### src/rtl/mmio_uart_tx.sv
// mmio_uart_tx: memory-mapped UART transmitter with a small TX FIFO.
// Sits on the data-RAM bus (Address/WriteData/MemWrite/MemRead), exposes
// TXDATA / STATUS / BAUDDIV registers in a 16-byte window and serializes
// queued bytes on TxD as 8N1 frames.
// Optional build macro UART_TX_PARITY_EN adds an even-parity bit between the
// last data bit and the stop bit (8E1) and sets STATUS bit 9.
module mmio_uart_tx #(
   parameter logic [31:0] BASE_ADDR      = 32'h1001_0400,
   parameter int          FIFO_DEPTH     = 4,
   parameter logic [15:0] BAUD_DIV_RESET = 16'd434
) (
   input  logic        clk,
   input  logic        reset,
   input  logic [31:0] Address,
   input  logic [31:0] WriteData,
   input  logic        MemWrite,
   input  logic        MemRead,
   output logic [31:0] ReadData,
   output logic        Selected,
   output logic        TxD,
   output logic        TxBusy
);

   localparam int          AW       = (FIFO_DEPTH > 1) ? $clog2(FIFO_DEPTH) : 1;
   localparam logic [4:0]  DEPTH_C  = 5'(FIFO_DEPTH);
   localparam logic [AW-1:0] PTR_ONE = AW'(1);
`ifdef UART_TX_PARITY_EN
   localparam logic        PARITY_EN = 1'b1;
`else
   localparam logic        PARITY_EN = 1'b0;
`endif

   typedef enum logic [2:0] {
      S_IDLE   = 3'd0,
      S_START  = 3'd1,
      S_DATA   = 3'd2,
`ifdef UART_TX_PARITY_EN
      S_PARITY = 3'd4,
`endif
      S_STOP   = 3'd3
   } state_t;

   // Even parity of a data byte: the bit that makes the total count of ones even.
   function automatic logic f_even_parity(input logic [7:0] d);
      return ^d;
   endfunction

   // FIFO storage and control registers
   logic [7:0]    r_mem [0:FIFO_DEPTH-1];
   logic [AW-1:0] r_wr_ptr;
   logic [AW-1:0] r_rd_ptr;
   logic [4:0]    r_count;
   logic          r_ovf;
   logic [15:0]   r_baud;

   // Transmitter registers
   state_t        r_state;
   logic [15:0]   r_cnt;
   logic [2:0]    r_bit;
   logic [7:0]    r_shift;
   logic [15:0]   r_period;
   logic          r_txd;
   logic          r_busy;

   // Decode and next-state wires
   logic          w_sel;
   logic [1:0]    w_off;
   logic          w_push_req;
   logic          w_baud_wr;
   logic          w_status_rd;
   logic          w_full;
   logic          w_empty;
   logic          w_pop;
   logic          w_push_ok;
   logic          w_ovf_set;
   logic [4:0]    w_count_n;
   logic [31:0]   w_status;
   state_t        w_state_n;
   logic [15:0]   w_cnt_n;
   logic [2:0]    w_bit_n;
   logic [7:0]    w_shift_n;
   logic [15:0]   w_period_n;
   logic          w_txd_n;
   logic          w_busy_n;
   logic          w_unused_bits;

   assign w_sel       = (Address[31:4] == BASE_ADDR[31:4]);
   assign w_off       = Address[3:2];
   assign w_push_req  = w_sel & MemWrite & (w_off == 2'd0);
   assign w_baud_wr   = w_sel & MemWrite & (w_off == 2'd2);
   assign w_status_rd = w_sel & MemRead  & (w_off == 2'd1);
   assign w_full      = (r_count == DEPTH_C);
   assign w_empty     = (r_count == 5'd0);
   // A full FIFO still accepts a push when the transmitter pops on the same edge.
   assign w_push_ok   = w_push_req & (~w_full | w_pop);
   assign w_ovf_set   = w_push_req & w_full & ~w_pop;

   assign w_status = {22'd0, PARITY_EN, r_count, r_ovf,
                      (r_state != S_IDLE), w_empty, w_full};

   assign Selected = w_sel;
   assign TxD      = r_txd;
   assign TxBusy   = r_busy;

   // Address bits below word granularity and upper store bits carry no meaning here.
   assign w_unused_bits = ^{Address[1:0], WriteData[31:16]};

   // Load-mux read data: zero unless this window is selected by a load.
   always_comb begin
      ReadData = 32'd0;
      if (w_sel && MemRead) begin
         case (w_off)
            2'd1:    ReadData = w_status;
            2'd2:    ReadData = {16'd0, r_baud};
            default: ReadData = 32'd0;
         endcase
      end else begin
         ReadData = 32'd0;
      end
   end

   // FIFO occupancy after this edge's push/pop.
   always_comb begin
      w_count_n = r_count;
      case ({w_push_ok, w_pop})
         2'b10:   w_count_n = r_count + 5'd1;
         2'b01:   w_count_n = r_count - 5'd1;
         default: w_count_n = r_count;
      endcase
   end

   // Transmit FSM next state: frame sequencing, bit timing and FIFO pop.
   always_comb begin
      w_state_n  = r_state;
      w_cnt_n    = r_cnt;
      w_bit_n    = r_bit;
      w_shift_n  = r_shift;
      w_period_n = r_period;
      w_pop      = 1'b0;
      case (r_state)
         S_IDLE: begin
            if (!w_empty) begin
               w_pop      = 1'b1;
               w_shift_n  = r_mem[r_rd_ptr];
               w_period_n = r_baud;
               w_cnt_n    = r_baud - 16'd1;
               w_state_n  = S_START;
            end else begin
               w_state_n  = S_IDLE;
            end
         end
         S_START: begin
            if (r_cnt == 16'd0) begin
               w_cnt_n   = r_period - 16'd1;
               w_bit_n   = 3'd0;
               w_state_n = S_DATA;
            end else begin
               w_cnt_n   = r_cnt - 16'd1;
            end
         end
         S_DATA: begin
            if (r_cnt == 16'd0) begin
               w_cnt_n = r_period - 16'd1;
               if (r_bit == 3'd7) begin
                  w_bit_n   = 3'd0;
`ifdef UART_TX_PARITY_EN
                  w_state_n = S_PARITY;
`else
                  w_state_n = S_STOP;
`endif
               end else begin
                  w_bit_n   = r_bit + 3'd1;
               end
            end else begin
               w_cnt_n = r_cnt - 16'd1;
            end
         end
`ifdef UART_TX_PARITY_EN
         S_PARITY: begin
            if (r_cnt == 16'd0) begin
               w_cnt_n   = r_period - 16'd1;
               w_state_n = S_STOP;
            end else begin
               w_cnt_n   = r_cnt - 16'd1;
            end
         end
`endif
         S_STOP: begin
            if (r_cnt == 16'd0) begin
               if (!w_empty) begin
                  // Back-to-back: next start bit follows the stop bit with no gap.
                  w_pop      = 1'b1;
                  w_shift_n  = r_mem[r_rd_ptr];
                  w_period_n = r_baud;
                  w_cnt_n    = r_baud - 16'd1;
                  w_state_n  = S_START;
               end else begin
                  w_cnt_n    = 16'd0;
                  w_state_n  = S_IDLE;
               end
            end else begin
               w_cnt_n = r_cnt - 16'd1;
            end
         end
         default: begin
            w_state_n = S_IDLE;
         end
      endcase
   end

   // Line level and busy flag for the state being entered, so both are registered.
   always_comb begin
      w_txd_n = 1'b1;
      case (w_state_n)
         S_START:  w_txd_n = 1'b0;
         S_DATA:   w_txd_n = w_shift_n[w_bit_n];
`ifdef UART_TX_PARITY_EN
         S_PARITY: w_txd_n = f_even_parity(w_shift_n);
`endif
         default:  w_txd_n = 1'b1;
      endcase
      w_busy_n = (w_state_n != S_IDLE) | (w_count_n != 5'd0);
   end

   // FIFO byte storage; contents need no reset since count gates every read.
   always_ff @(posedge clk) begin
      if (w_push_ok) begin
         r_mem[r_wr_ptr] <= WriteData[7:0];
      end
   end

   // FIFO pointers, occupancy, sticky overflow and the BAUDDIV register.
   always_ff @(posedge clk or negedge reset) begin
      if (!reset) begin
         r_wr_ptr <= '0;
         r_rd_ptr <= '0;
         r_count  <= 5'd0;
         r_ovf    <= 1'b0;
         r_baud   <= BAUD_DIV_RESET;
      end else begin
         if (w_push_ok) begin
            r_wr_ptr <= r_wr_ptr + PTR_ONE;
         end
         if (w_pop) begin
            r_rd_ptr <= r_rd_ptr + PTR_ONE;
         end
         r_count <= w_count_n;
         if (w_ovf_set) begin
            r_ovf <= 1'b1;
         end else if (w_status_rd) begin
            r_ovf <= 1'b0;
         end
         if (w_baud_wr) begin
            // A zero divider would stall the bit timer; treat it as one clock.
            r_baud <= (WriteData[15:0] == 16'd0) ? 16'd1 : WriteData[15:0];
         end
      end
   end

   // Transmit FSM state, bit timer and registered line outputs.
   always_ff @(posedge clk or negedge reset) begin
      if (!reset) begin
         r_state  <= S_IDLE;
         r_cnt    <= 16'd0;
         r_bit    <= 3'd0;
         r_shift  <= 8'd0;
         r_period <= BAUD_DIV_RESET;
         r_txd    <= 1'b1;
         r_busy   <= 1'b0;
      end else begin
         r_state  <= w_state_n;
         r_cnt    <= w_cnt_n;
         r_bit    <= w_bit_n;
         r_shift  <= w_shift_n;
         r_period <= w_period_n;
         r_txd    <= w_txd_n;
         r_busy   <= w_busy_n;
      end
   end

endmodule
### config.mk
export PLATFORM = sky130hd
export DESIGN_NAME = mmio_uart_tx
export DESIGN_NICKNAME = d
export VERILOG_FILES = /design/src/rtl/mmio_uart_tx.sv
export SDC_FILE = /design/constraint.sdc
export NUM_CORES = 1
export LEC_CHECK = 0
export CORE_ASPECT_RATIO = 0.5
export CORE_MARGIN = 2
export CORE_UTILIZATION = 54
export DETAILED_ROUTE_END_ITERATION = 7
export PLACE_DENSITY_LB_ADDON = 0.2
export SYNTH_ARGS = -nofsm -noshare
export SYNTH_HDL_FRONTEND = slang
export SYNTH_SLANG_ARGS = --single-unit
### constraint.sdc
create_clock -name clk -period 5.1 [get_ports clk]
set_clock_uncertainty 0.1 [all_clocks]
set_input_delay 0.51 -clock clk [delete_from_list [all_inputs] [get_ports clk]]
set_output_delay 0.51 -clock clk [all_outputs]
set_load 0.01 [all_outputs]
==> results.sh, run 1 <==
export IMPL_ant_nets=0
export IMPL_cts_buffer_depth=2
export IMPL_grt_use_total=0.227
export IMPL_power_frac_clock=0.393
export IMPL_grt_pass1_vias=4272
export IMPL_grt_overflow=0
export IMPL_fin_nets=705
export IMPL_initial_core_util=0.550
export IMPL_required_ns=5.23
export IMPL_use_met3=0.0453
export IMPL_setup_violations=0
export IMPL_port_buffers=68
export IMPL_dieArea_mm2=0.0121
export IMPL_multi_input_area_mm2=0.00296
export IMPL_final_cell_mix="67 x clkdlybuf4s50_1, 63 x dfrtp_1, 46 x nor2_1"
export IMPL_finalWirelength_mm=13.4
export IMPL_area_growth_pct=16.9
export IMPL_path_clk_slew_ns=0.08
export IMPL_vias=4452
export IMPL_crit_type="flip-flop to flip-flop"
export IMPL_core_area_mm2=0.0109
export IMPL_maxCapViolCount=0
export IMPL_cts_buffers=9
export IMPL_gp_congestion=0.856
export IMPL_reg2reg_from="r_cnt[12]"
export IMPL_dp_final_hpwl_mm=9.82
export IMPL_synth_enable_flop_cells=32
export IMPL_p_sw_uw=470
export IMPL_fp_dieH_um=78.7
export IMPL_num_rows=27
export IMPL_seq_area_mm2=0.00283
export IMPL_power_per_cell_area_mw_per_mm2=259
export IMPL_finalHoldWorstSlack_ns=0.170
export IMPL_crit_start="r_cnt[12]"
export IMPL_cts_setup_buffers=0
export IMPL_p_leak_uw=0.00302
export IMPL_timing_reg2reg_setup_slack_ns=0.56
export IMPL_end_kind="flip-flop"
export IMPL_first_pass_iters=6
export IMPL_synth_cell_area_mm2=0.00602
export IMPL_top_usage_layer="met2"
export IMPL_relSlewSlack=0.258
export IMPL_grt_use_met2=0.385
export IMPL_swShare=0.258
export IMPL_grt_first_pass_wirelength_mm=21.4
export IMPL_power_frac_comb=0.101
export IMPL_preCtsSetupSlack_ns=0.549
export IMPL_start_kind="flip-flop"
export IMPL_critPathArrivalTime_ns=4.67
export IMPL_drtIter0Drc=242
export IMPL_yosysWarnings=0
export IMPL_cts_tree="built"
export IMPL_timing_rr_end="TxBusy"
export IMPL_setup_ws_ns=0.560
export IMPL_postPlaceCellArea_mm2=0.00673
export IMPL_drc=0
export IMPL_syn_area_per_cell_um2=10.7
export IMPL_final_common_cell="clkdlybuf4s50_1"
export IMPL_cp_max_fo=8
export IMPL_ctsHoldBuffers=0
export IMPL_synth_seq_area_share=0.469
export IMPL_ir_drop_mv=0.175
export IMPL_synth_ff_type="dfrtp_1"
export IMPL_rsz0062_at_grt="false"
export IMPL_grt_use_met1=0.300
export IMPL_period_share=0.890
export IMPL_die_w_um=153
export IMPL_total_power_uw=1830
export IMPL_drive_above_1_share=0.149
export IMPL_insertion_delay_ns=0.36
export IMPL_grt_max_degree=75
export IMPL_finalSetupTns_ns=0
export IMPL_ff2ff_path_depth=17
export IMPL_design_area_mm2=0.00704
export IMPL_status="completed"
export IMPL_syn_inst=565
export IMPL_hp_class="input pin to async pin"
export IMPL_p_seq_frac=0.506
export IMPL_max_freq_ghz=0.220
export IMPL_ys_ff_latch=106
export IMPL_ctsResizeCount=0
export IMPL_antenna_found_initial=0
export IMPL_vias_per_cell=5.77
export IMPL_endpoint="TxBusy"
export IMPL_ios=103
export IMPL_diodes=0
export IMPL_htree_levels=3
export IMPL_hold_viol_final=0
export IMPL_clockRootBuffer="clkbuf_16"
export IMPL_clock_sinks=106
export IMPL_wl_per_cell_um=17.4
export IMPL_slew_viol_final=0
export IMPL_async_flop_share=0.698
export IMPL_p_int_uw=1360
export IMPL_worst_pin_slew_ns=1.11
export IMPL_ys_types=64
export IMPL_fill_cells=892
export IMPL_final_min_clock_period_ns=4.54
==> how the worst min path moves through the flow <==
stage / startpoint / end / slack (ns) / cells after the start
2_1_floorplan: reset / TxBusy / 0.11 / 0
3_3_place_gp: r_shift[4] / r_shift[4] / 0.38 / 1
3_5_place_dp: r_shift[4] / r_shift[4] / 0.39 / 1
4_1_cts: reset / r_shift[3] / 0.22 / 1
5_1_grt: reset / r_count[1] / 0.26 / 1
6_report: reset / r_shift[3] / 0.17 / 1
==> critical path, cell delays in order, from the launching register on <==
cell and delay (ns):
dfrtp_1 0.47, nor4_4 0.43, and4_4 0.31, and2_4 0.17, a21oi_1 0.07, o211ai_1 0.25
nor2b_1 0.21, buf_4 0.18, inv_1 0.06, ha_1 0.29, xor2_1 0.19, ha_1 0.25
a21oi_1 0.15, xor2_1 0.15, nor2_1 0.06, xor2_1 0.15, or4_1 0.50, or4_1 0.41
==> stage by stage <==
stage	utilization	std cells
after floorplan	-	581
after global placement	0.615	755
after detailed placement	0.615	755
after CTS	0.643	771
after global routing	0.643	771
final	0.643	771
==> per-layer routing <==
metal  routed length [um]  share of wire
met5                    0              0
met4                  183          0.014
met3                  559          0.042
met2                 6540           0.49
met1                 6110           0.46
==> Yosys cell counts, drive strengths merged (9+ instances only) <==
| master | instances | share of area |
|---|---|---|
| and2 | 15 | 0.016 |
| o21ai | 39 | 0.033 |
| xnor2 | 12 | 0.017 |
| nor2 | 46 | 0.029 |
| clkbuf | 12 | 0.0075 |
| nor3 | 19 | 0.017 |
| nor4 | 17 | 0.024 |
| or4 | 10 | 0.013 |
| a21oi | 21 | 0.018 |
| ha | 16 | 0.033 |
| a22oi | 9 | 0.011 |
| dfstp | 11 | 0.048 |
| nand2 | 43 | 0.027 |
| dfrtp | 63 | 0.26 |
| mux2 | 37 | 0.069 |
| buf | 30 | 0.032 |
| inv | 15 | 0.0093 |
| edfxtp | 32 | 0.16 |
| xor2 | 25 | 0.036 |
==> power by group through the flow <==
stage | Combinational [uW] | Clock, uW | Sequential [uW]
finish | 185 | 717 | 924
global route | 203 | 767 | 928
CTS | 185 | 733 | 924
detailed placement | 182 | 0 | 941
global placement | 179 | 0 | 940
floorplan | 111 | 0 | 935
==> final cells by class <==
class / count / share of cell area
Clock buffer: 9 / 0.0320
Clock inverter: 7 / 0.0123
Inverter: 15 / 0.00800
Multi-Input combinational cell: 418 / 0.421
Sequential cell: 106 / 0.402
Tap cell: 145 / 0.0258
Timing Repair Buffer: 71 / 0.0995
==> kinds of logic after synthesis <==
family          count (synthesis)  share of synthesized area
compound gates                107                      0.113
xor+xnor                       37                     0.0538
fa+ha+maj                      16                     0.0332
buf+inv                        57                     0.0486
flops                         106                      0.469
mux                            51                      0.109
other cells                     1                   0.000623
simple gates                  190                      0.172
==> registers in the layout (all words and copies together), names as in the netlist <==
| name | cells |
|---|---|
| TxBusy | 1 |
| TxD | 1 |
| r_baud | 16 |
| r_bit | 3 |
| r_cnt | 16 |
| r_count | 5 |
| r_mem | 32 |
| r_ovf | 1 |
| r_period | 16 |
| r_rd_ptr | 2 |
| r_shift | 8 |
| r_state | 3 |
| r_wr_ptr | 2 |
Note: power is estimated with default switching activity, not from simulation.
==> run 2, diff against run 1 <==
Settings changed: CORE_UTILIZATION 54 to 49.
Clock period 5.1 ns to 3.95 ns, I/O delays scaled along.
==> results.sh, run 2 (synthesis gave the netlist of run 1 again) <==
export IMPL_vias_per_cell=5.59
export IMPL_cp_max_fo=2
export IMPL_finalHoldWorstSlack_ns=0.0586
export IMPL_cts_buffers=9
export IMPL_fin_nets=736
export IMPL_grt_pass1_vias=4348
export IMPL_final_min_clock_period_ns=3.97
export IMPL_required_ns=4.07
export IMPL_htree_levels=3
export IMPL_drtIter0Drc=342
export IMPL_p_leak_uw=0.00317
export IMPL_finalWirelength_mm=13.8
export IMPL_end_kind="flip-flop"
export IMPL_gp_congestion=0.849
export IMPL_antenna_found_initial=0
export IMPL_start_kind="flip-flop"
export IMPL_slew_viol_final=0
export IMPL_core_area_mm2=0.0119
export IMPL_largest_register_ffs=32
export IMPL_period_share=1.00
export IMPL_multi_input_area_mm2=0.00298
export IMPL_endpoint="TxBusy"
export IMPL_port_buffers=68
export IMPL_fill_cells=983
export IMPL_die_w_um=161
export IMPL_initial_core_util=0.506
export IMPL_timing_reg2reg_setup_slack_ns=-0.02
export IMPL_grt_use_total=0.217
export IMPL_status="complete, but fails checks"
export IMPL_ff2ff_path_depth=19
export IMPL_setup_ws_ns=-0.0180
export IMPL_hp_class="input pin to async pin"
export IMPL_crit_start="r_cnt[1]"
export IMPL_ios=103
export IMPL_critPathArrivalTime_ns=4.09
export IMPL_max_freq_ghz=0.252
export IMPL_crit_type="flip-flop to flip-flop"
export IMPL_rsz0062_at_grt="true"
export IMPL_preCtsSetupSlack_ns=-0.0379
export IMPL_final_common_cell="clkdlybuf4s50_1"
export IMPL_final_cells=822
export IMPL_cts_buffer_depth=2
export IMPL_vias=4595
export IMPL_grt_max_degree=75
export IMPL_diodes=0
export IMPL_drc=0
export IMPL_area_growth_pct=21.2
export IMPL_dp_final_hpwl_mm=10.2
export IMPL_num_rows=28
export IMPL_top_register="r_mem"
export IMPL_ir_drop_mv=0.204
export IMPL_violations="negative setup slack"
export IMPL_ant_nets=0
export IMPL_grt_overflow=0
export IMPL_timing_rr_end="TxBusy"
export IMPL_drive_above_1_share=0.198
export IMPL_hold_viol_final=0
export IMPL_clockRootBuffer="clkbuf_16"
export IMPL_first_pass_iters=4
export IMPL_cts_tree="built"
export IMPL_maxCapViolCount=0
export IMPL_path_clk_slew_ns=0.08
export IMPL_relSlewSlack=0.315
export IMPL_ctsHoldBuffers=0
export IMPL_wl_per_cell_um=16.8
export IMPL_insertion_delay_ns=0.35
export IMPL_final_cell_mix="67 x clkdlybuf4s50_1, 63 x dfrtp_1, 46 x nor2_1"
export IMPL_design_area_mm2=0.00730
export IMPL_dpl_cell_count=804
export IMPL_postPlaceCellArea_mm2=0.00699
export IMPL_setup_violations=1
export IMPL_power_per_cell_area_mw_per_mm2=317
export IMPL_clock_sinks=106
export IMPL_grt_first_pass_wirelength_mm=22.3
export IMPL_worst_pin_slew_ns=1.03
export IMPL_reg2reg_from="r_cnt[1]"
export IMPL_dieArea_mm2=0.0132
export IMPL_fp_dieH_um=82.4
export IMPL_total_power_uw=2320
export IMPL_seq_area_mm2=0.00283
-- run 2: changes by cell type in the layout (fill, tap and decap cells not counted), sizes merged --
cell    delta
buf       +31
inv        -2
clkinv     +2
-- run 2: layer usage --
metal | part of all wire | vias to the layer above | global-route usage
met1 | 0.47 | 2295 | 0.295
met2 | 0.49 | 90 | 0.378
met4 | 0.0058 | 0 | 0.0402
met5 | 0 | - | 0
li1 | - | 2204 | -
met3 | 0.036 | 6 | 0.0385
-- run 2: how the worst min path moves through the flow --
stage	start	end	slack (ns)	depth (start not counted)
finish	reset	r_wr_ptr[1]	0.06	1
global route	reset	r_wr_ptr[1]	0.18	1
CTS	reset	r_wr_ptr[1]	0.13	1
detailed placement	r_shift[0]	r_shift[0]	0.39	1
global placement	r_shift[6]	r_shift[6]	0.38	1
floorplan	reset	TxBusy	-0.0006	0
-- run 2: where the power goes --
part           internal [uW]  switching, uW
Combinational            120            126
Sequential              1170           16.3
Clock                    445            438
Total                   1740            580
-- run 2: repair_timing --
item | 4_1_cts | 5_1_grt
endpoints found under the setup margin | 1 | 1
cloned | 0 | 0
gates resized for setup | 0 | 0
buffers inserted | 2 | 0
pin swaps | 1 | 0
-- run 2: worst max-delay path, cell delays in order, from the launching register on --
cell and delay, ns:
dfrtp_1 0.38, inv_1 0.07, ha_1 0.15, nor3b_4 0.20
and4_4 0.28, and2_4 0.15, a21oi_1 0.06, o211ai_1 0.24
nor2b_1 0.17, buf_4 0.13, inv_2 0.04, ha_2 0.17
xor2_1 0.14, ha_2 0.19, a21oi_2 0.11, xor2_1 0.15
nor2_1 0.07, xor2_1 0.14, or4_1 0.50, or4_1 0.41
-- run 2: stage by stage --
stage	utilization	TNS, ns
final	0.613	-0.0180
after global placement	0.587	-0.0129
after floorplan	-	-0.0127
after CTS	0.613	-0.0277
after detailed placement	0.587	-0.0379
after global routing	0.613	-0.217
-- run 2: final cells by class --
class	instances	area share
Clock buffer	9	0.0309
Clock inverter	7	0.00926
Inverter	15	0.00771
Multi-Input combinational cell	418	0.409
Sequential cell	106	0.387
Tap cell	165	0.0283
Timing Repair Buffer	102	0.128
